--- config.mk ---
export PLATFORM = sky130hd
export DESIGN_NAME = uar_tx_arbiter
export DESIGN_NICKNAME = d
export VERILOG_FILES = /design/src/rtl/uar_tx_arbiter.sv
export SDC_FILE = /design/constraint.sdc
export NUM_CORES = 1
export LEC_CHECK = 0
export CAP_MARGIN = 10
export CELL_PAD_IN_SITES_DETAIL_PLACEMENT = 0
export CELL_PAD_IN_SITES_GLOBAL_PLACEMENT = 1
export CORE_AREA = 2 2 99 53
export CTS_CLUSTER_SIZE = 40
export DETAILED_ROUTE_END_ITERATION = 10
export DIE_AREA = 0 0 101 55
export HOLD_SLACK_MARGIN = 0.02
export MAX_ROUTING_LAYER = met4
export PLACE_DENSITY = 0.82
export REMOVE_ABC_BUFFERS = 1
export SLEW_MARGIN = 20
export SYNTH_ARGS = -nofsm -noshare
export SYNTH_HDL_FRONTEND = slang
export SYNTH_SLANG_ARGS = --single-unit
--- constraint.sdc ---
create_clock -name Clk -period 1.7 [get_ports Clk]
set_clock_uncertainty 0.15 [all_clocks]
set_input_delay 0.34 -clock Clk [delete_from_list [all_inputs] [get_ports Clk]]
set_output_delay 0.34 -clock Clk [all_outputs]
set_load 0.05 [all_outputs]
--- src/rtl/uar_tx_arbiter.sv ---
// uar_tx_arbiter: round-robin arbiter that shares the UART TX FIFO write port among byte-stream requesters.
// A grant is held until the message's last byte, or force-released after MAX_BURST bytes.
module uar_tx_arbiter #(
   parameter int N_REQ     = 4,
   parameter int DATA_W    = 8,
   parameter int MAX_BURST = 16
) (
   input  logic                      Clk,
   input  logic                      Rst,
   input  logic                      Enable,
   input  logic [N_REQ-1:0]          Req_valid,
   input  logic [N_REQ*DATA_W-1:0]   Req_data,
   input  logic [N_REQ-1:0]          Req_last,
   output logic [N_REQ-1:0]          Req_ready,
   input  logic                      Fifo_full,
   output logic                      Fifo_wr,
   output logic [DATA_W-1:0]         Fifo_data,
   output logic [N_REQ-1:0]          Grant,
   output logic                      Busy
);
   localparam int IW = $clog2(N_REQ);
   typedef enum logic {IDLE, XFER} state_t;
   state_t state, state_n;
   logic [IW-1:0] idx, rr_ptr, pick, j;
   logic [7:0] burst_cnt;
   logic pick_vld, xfer, rel;
   // Scan from farthest to nearest so the nearest valid index after rr_ptr wins.
   always_comb begin
      pick_vld = 1'b0;
      pick = '0;
      j = '0;
      for (int k = N_REQ; k >= 1; k--) begin
         j = IW'((int'(rr_ptr) + k) % N_REQ);
         if (Req_valid[j]) begin
            pick_vld = 1'b1;
            pick = j;
         end
      end
   end
   always_comb begin
      state_n = state;
      Req_ready = '0;
      xfer = 1'b0;
      rel = 1'b0;
      if (state == IDLE)
         state_n = (Enable && pick_vld) ? XFER : IDLE;
      else begin
         Req_ready[idx] = Enable & ~Fifo_full;
         xfer = Req_valid[idx] & Req_ready[idx];
         rel = xfer & (Req_last[idx] | (burst_cnt == 8'(MAX_BURST - 1)));
         state_n = rel ? IDLE : XFER;
      end
   end
   assign Fifo_wr = xfer;
   assign Fifo_data = Req_data[idx*DATA_W +: DATA_W];
   always_ff @(posedge Clk or posedge Rst)
      if (Rst) state <= IDLE;
      else state <= state_n;
   always_ff @(posedge Clk or posedge Rst)
      if (Rst) begin
         Grant <= '0;
         idx <= '0;
         rr_ptr <= IW'(N_REQ - 1);
         burst_cnt <= '0;
         Busy <= 1'b0;
      end else begin
         Busy <= (state_n == XFER);
         if (state == IDLE && state_n == XFER) begin
            Grant <= N_REQ'(1) << pick;
            idx <= pick;
            burst_cnt <= '0;
         end else if (xfer)
            burst_cnt <= burst_cnt + 8'd1;
         if (rel) begin
            Grant <= '0;
            rr_ptr <= idx;
         end
      end
endmodule

Word-level counts from Yosys, hierarchy flattened
Index checks and enable logic that the tools add are counted. W data, S select, Z words.

Logic and storage cells: 65. Bits in registers: 17.

Shifts and indexed selects: 2. $add $sub $neg: 5. Equality and inequality tests: 1. Bitwise logic cells: 7. Reduce and logical (&&, ||, !) cells: 5. Mux-type cells: 34. Magnitude comparators: 6.

Operators by type and width (number): $shiftx A32 B6 Y8 (1); $mux W1 (17); $mux W8 (2); $lt A2 B3 Y1 const B (5); $bmux W1 S2 (7); $mux W4 (3); $add A8 B1 Y8 const B (1); $eq A8 B4 Y1 const B (1); $mux W2 (4); $add A2 B1 Y2 const B (2); $add A2 B2 Y2 const B (2); $and A4 B4 Y4 (1); $reduce_bool A2 Y1 (2); $shl A1 B2 Y4 const A (1); $and A1 B1 Y1 (3); $logic_and A1 B1 Y1 (3); $demux W1 S2 (1); $ge A2 B1 Y1 const B (1); $not A1 Y1 (2); $or A1 B1 Y1 (1).

Depth between registers and ports, before layout
Gate-level depths: netlist of the first run.

Depth in word-level cells: 14. Depth in mapped cells: 6. Mapped depth without buffers: 5.

Least setup slack after synthesis of the first run
Ideal clock, no wire load.

Path kind: register -> output. From: register, netlist name Busy. To: output Req_ready[0]. Cell stages (with the launch flop): 4. Arrival: 2.307 ns. Setup slack: -1.097 ns. Required time: 1.210 ns. Path buffers: 1. Cells stage by stage: dfrtp_1 > and3b_1 > clkbuf_1 > nor3b_1.

RTL lines: end, declared (RTL line 14) `output logic [N_REQ-1:0] Req_ready,`.

Worst setup path after layout of the first run
From: input Req_valid[3]. To: output Fifo_wr.

Word-level cells in the longest chain between the ends: 4.

Ends and longest elaborated chain: start, declared (RTL line 11) `input logic [N_REQ-1:0] Req_valid,`; $bmux W1 S2 (RTL line 49) `xfer = Req_valid[idx] & Req_ready[idx];`; $mux W1 (not written as such) (RTL line 49); $and A1 B1 Y1 (RTL line 49); $mux W1 (RTL line 45) `if (state == IDLE)`; end, declared (RTL line 16) `output logic Fifo_wr,`.

Every way passes these cells. The select of a mux whose other input is x is not followed.

==> flow_summary.ini, run 1 <==
[timing]
period_needed_ns = 2.10
drv_slew = 0
post-route-period-util = 1.24
layout_setup_ws_ns = -0.400
fin_tns_setup_ns = -7.40
slew_headroom = 0.673
rsz0062_at_grt = true
hold_violations = 0
fmax_mhz = 476
tightest_slew_ns = 0.487
setup_viol = 28

[global_routing]
grt_max_degree = 11
grt_pass1_vias = 1138
grt_overflow = 0
antenna_found_initial = 0
grt_usage = 0.145
grt_pass1_wl_um = 5750

[setup_path]
worstPathMaxFanout = 3
regToRegSetupSlack_ns = -0.39
cpPeakStageDelay_ns = 0.53
worstPathArrival_ns = 1.61
cp_top_family = buffers and inverters
worstSetupStartpointType = input port
path_cells = clkdlybuf4s50_1 -> mux4_2 -> nand2_4 -> inv_4 -> buf_6
crit_type = in -> out
endpoint_kind = output pin
cpMaxStageDelayCell = mux4_2
crit_required_ns = 1.21
cp_num_buf_inv = 3

[power]
pwr_density_cell_nw_per_um2 = 1370
ir_drop_mv = 0.609
p_total_mw = 3.35
power.leakage_nw = 1.08

[placed_design]
postPlaceCellArea_um2 = 2160
gp_congestion = 0.756
port_buffers = 61
dp_hpwl_um = 3200
pre_cts_ws_ns = -0.456

[finish]
diodes = 0
nets = 250
final_cell_mix = clkdlybuf4s50_1 (40), buf_4 (29), buf_6 (18), dfrtp_1 (15)
final_area_um2 = 2440
drive_gt1_frac = 0.471
syn_to_final_growth_pct = 106
final_common_cell = clkdlybuf4s50_1

[status]
status = complete, but fails checks
violations = negative setup slack

[synthesis]
syn-cell-area_um2 = 1180
syn_avg_cell_area_um2 = 11.2
ys_seq_elements = 17
syn_inst = 105
seq_area_frac_synth = 0.362
ys_warn_count = 0
synthDistinctLibCells = 40

[floorplan]
fp-row-count = 18
dieArea_um2 = 5560
die_w_um = 101
floorplan.core_area_um2 = 4730
ios = 62
dieHeight_um = 55
initial_core_util = 0.250

[cts]
cts_root_buf = clkbuf_8
cts_sinks = 17
htree_levels = 1
numCtsBuffers = 3
cts_max_path_buffers = 2
holdBufCountCts = 0
path_clk_slew_ns = 0.07
worstSkewPairLatency_ns = 0.25
cts_tree = done

[detailed_routing]
dr_total_vias = 1267
wirelength_um = 4040
via_per_inst = 4.80
ant_nets = 0
wl_per_cell_um = 15.3
firstDrtPassIters = 5
drtIter0Drc = 56
drc = 0

[hold_path]
hp-class = in -> async

[run]
maxCapViolCount = 0
[flip-flops by register name (all words and copies together), names as in the netlist]
| register | cells |
|---|---|
| burst_cnt | 8 |
| Grant | 4 |
| idx | 2 |
| rr_ptr | 2 |
| Busy | 1 |
[synth_stat cells]
library cell  number  area share
clkbuf_2           1      0.0042
a21boi_0           1      0.0064
o21ai_0            4       0.017
nor2_4             1      0.0095
o221ai_1           1      0.0074
nand3_1            5       0.021
nand2b_1           3       0.016
ha_1               1       0.011
mux2i_1            3       0.025
mux4_2             6        0.11
mux4_1             4       0.089
a21oi_4            1       0.014
o31ai_1            2       0.013
nand4_1            3       0.016
buf_2              1      0.0042
inv_1              3      0.0095
o221a_2            1      0.0095
and4_1             1      0.0074
xor2_1             2       0.015
o22ai_1            2       0.011
dfrtp_1           15        0.32
mux2_4             2       0.025
nand2_4            1      0.0095
a21oi_1            3       0.013
a21o_1             1      0.0064
nor2b_1            1      0.0053
buf_6              1      0.0095
nand2_1           13       0.041
and3_1             3       0.016
o41ai_1            1      0.0074
dfstp_2            2       0.044
buf_4              1      0.0064
buf_1              1      0.0032
and3b_1            2       0.015
nor2_1             4       0.013
nor3b_1            2       0.013
o2bb2ai_1          2       0.015
nor4_1             2       0.011
o211ai_1           1      0.0064
clkbuf_1           1      0.0032
[worst paths after layout]
path,startpoint,to,depth (start not counted)
max in group asynchronous,Rst,rr_ptr[0],3
hold / removal,Rst,burst_cnt[1],3
setup reg to reg,idx[0],rr_ptr[0],8
setup / recovery,Req_valid[3],Fifo_wr,5
min in group Clk,burst_cnt[3],burst_cnt[3],1
hold reg to reg,burst_cnt[3],burst_cnt[3],1
[what timing repair did]
item | CTS | global route
gates resized for setup | 32 | 17
setup buffers | 5 | 3
pin swaps | 7 | 10
endpoints found under the setup margin | 29 | 30
[power by group]
| part | internal [mW] | leakage (nW) | switching (mW) |
|---|---|---|---|
| Clock | 0.163 | 0.0255 | 0.142 |
| Sequential | 0.537 | 0.218 | 0.134 |
| Combinational | 1.20 | 0.841 | 1.18 |
| Total | 1.90 | 1.08 | 1.45 |
[routing by layer]
layer  wire, um  track usage
met3        156       0.0352
met2       1840        0.188
met1       2020        0.227
met4         19       0.0180
met5          0            -
[through the flow]
stage	utilization	cells	hold slack [ns]
finish	0.515	264	0.229
global route	0.515	264	0.255
CTS	0.500	261	0.236
detailed placement	0.457	252	0.335
global placement	0.457	252	0.332
floorplan	-	99	0.115
[final cells by class]
cell class	count	area, um^2
fill	412	2290
timing repair buffer	101	1070
multi-input combinational	79	803
sequential	17	428
tap	60	75.1
clock buffer	3	41.3
inverter	3	13.8
clock inverter	1	5.00
[kinds of logic (layout without fill, tap and decap cells)]
| kind of cell | Yosys count | after routing | synth area share |
|---|---|---|---|
| AND/OR/NAND/NOR | 41 | 41 | 0.193 |
| flip-flops | 17 | 17 | 0.362 |
| XOR/XNOR | 2 | 2 | 0.0148 |
| adder cells (fa/ha/maj) | 1 | 1 | 0.0106 |
| multiplexers | 15 | 15 | 0.254 |
| buffers and inverters | 9 | 108 | 0.0402 |
| AO/OA/AOI/OAI | 20 | 20 | 0.125 |
[worst register-to-register path, delay by kind of cell, from the launching register on]
kind                   cells  cell delay [ns]
buffers and inverters      4             0.50
muxes                      2             0.69
and+or+nand+nor            2             0.26
DFF                        1             0.41
Note: power is estimated with default switching activity, not from simulation.
==> run 2, diff against run 1 <==
Settings changed: CAP_MARGIN 10 to 5.
==> results of run 2 <==
Same layout as run 1: the final DEF is identical, and so are final timing and power.
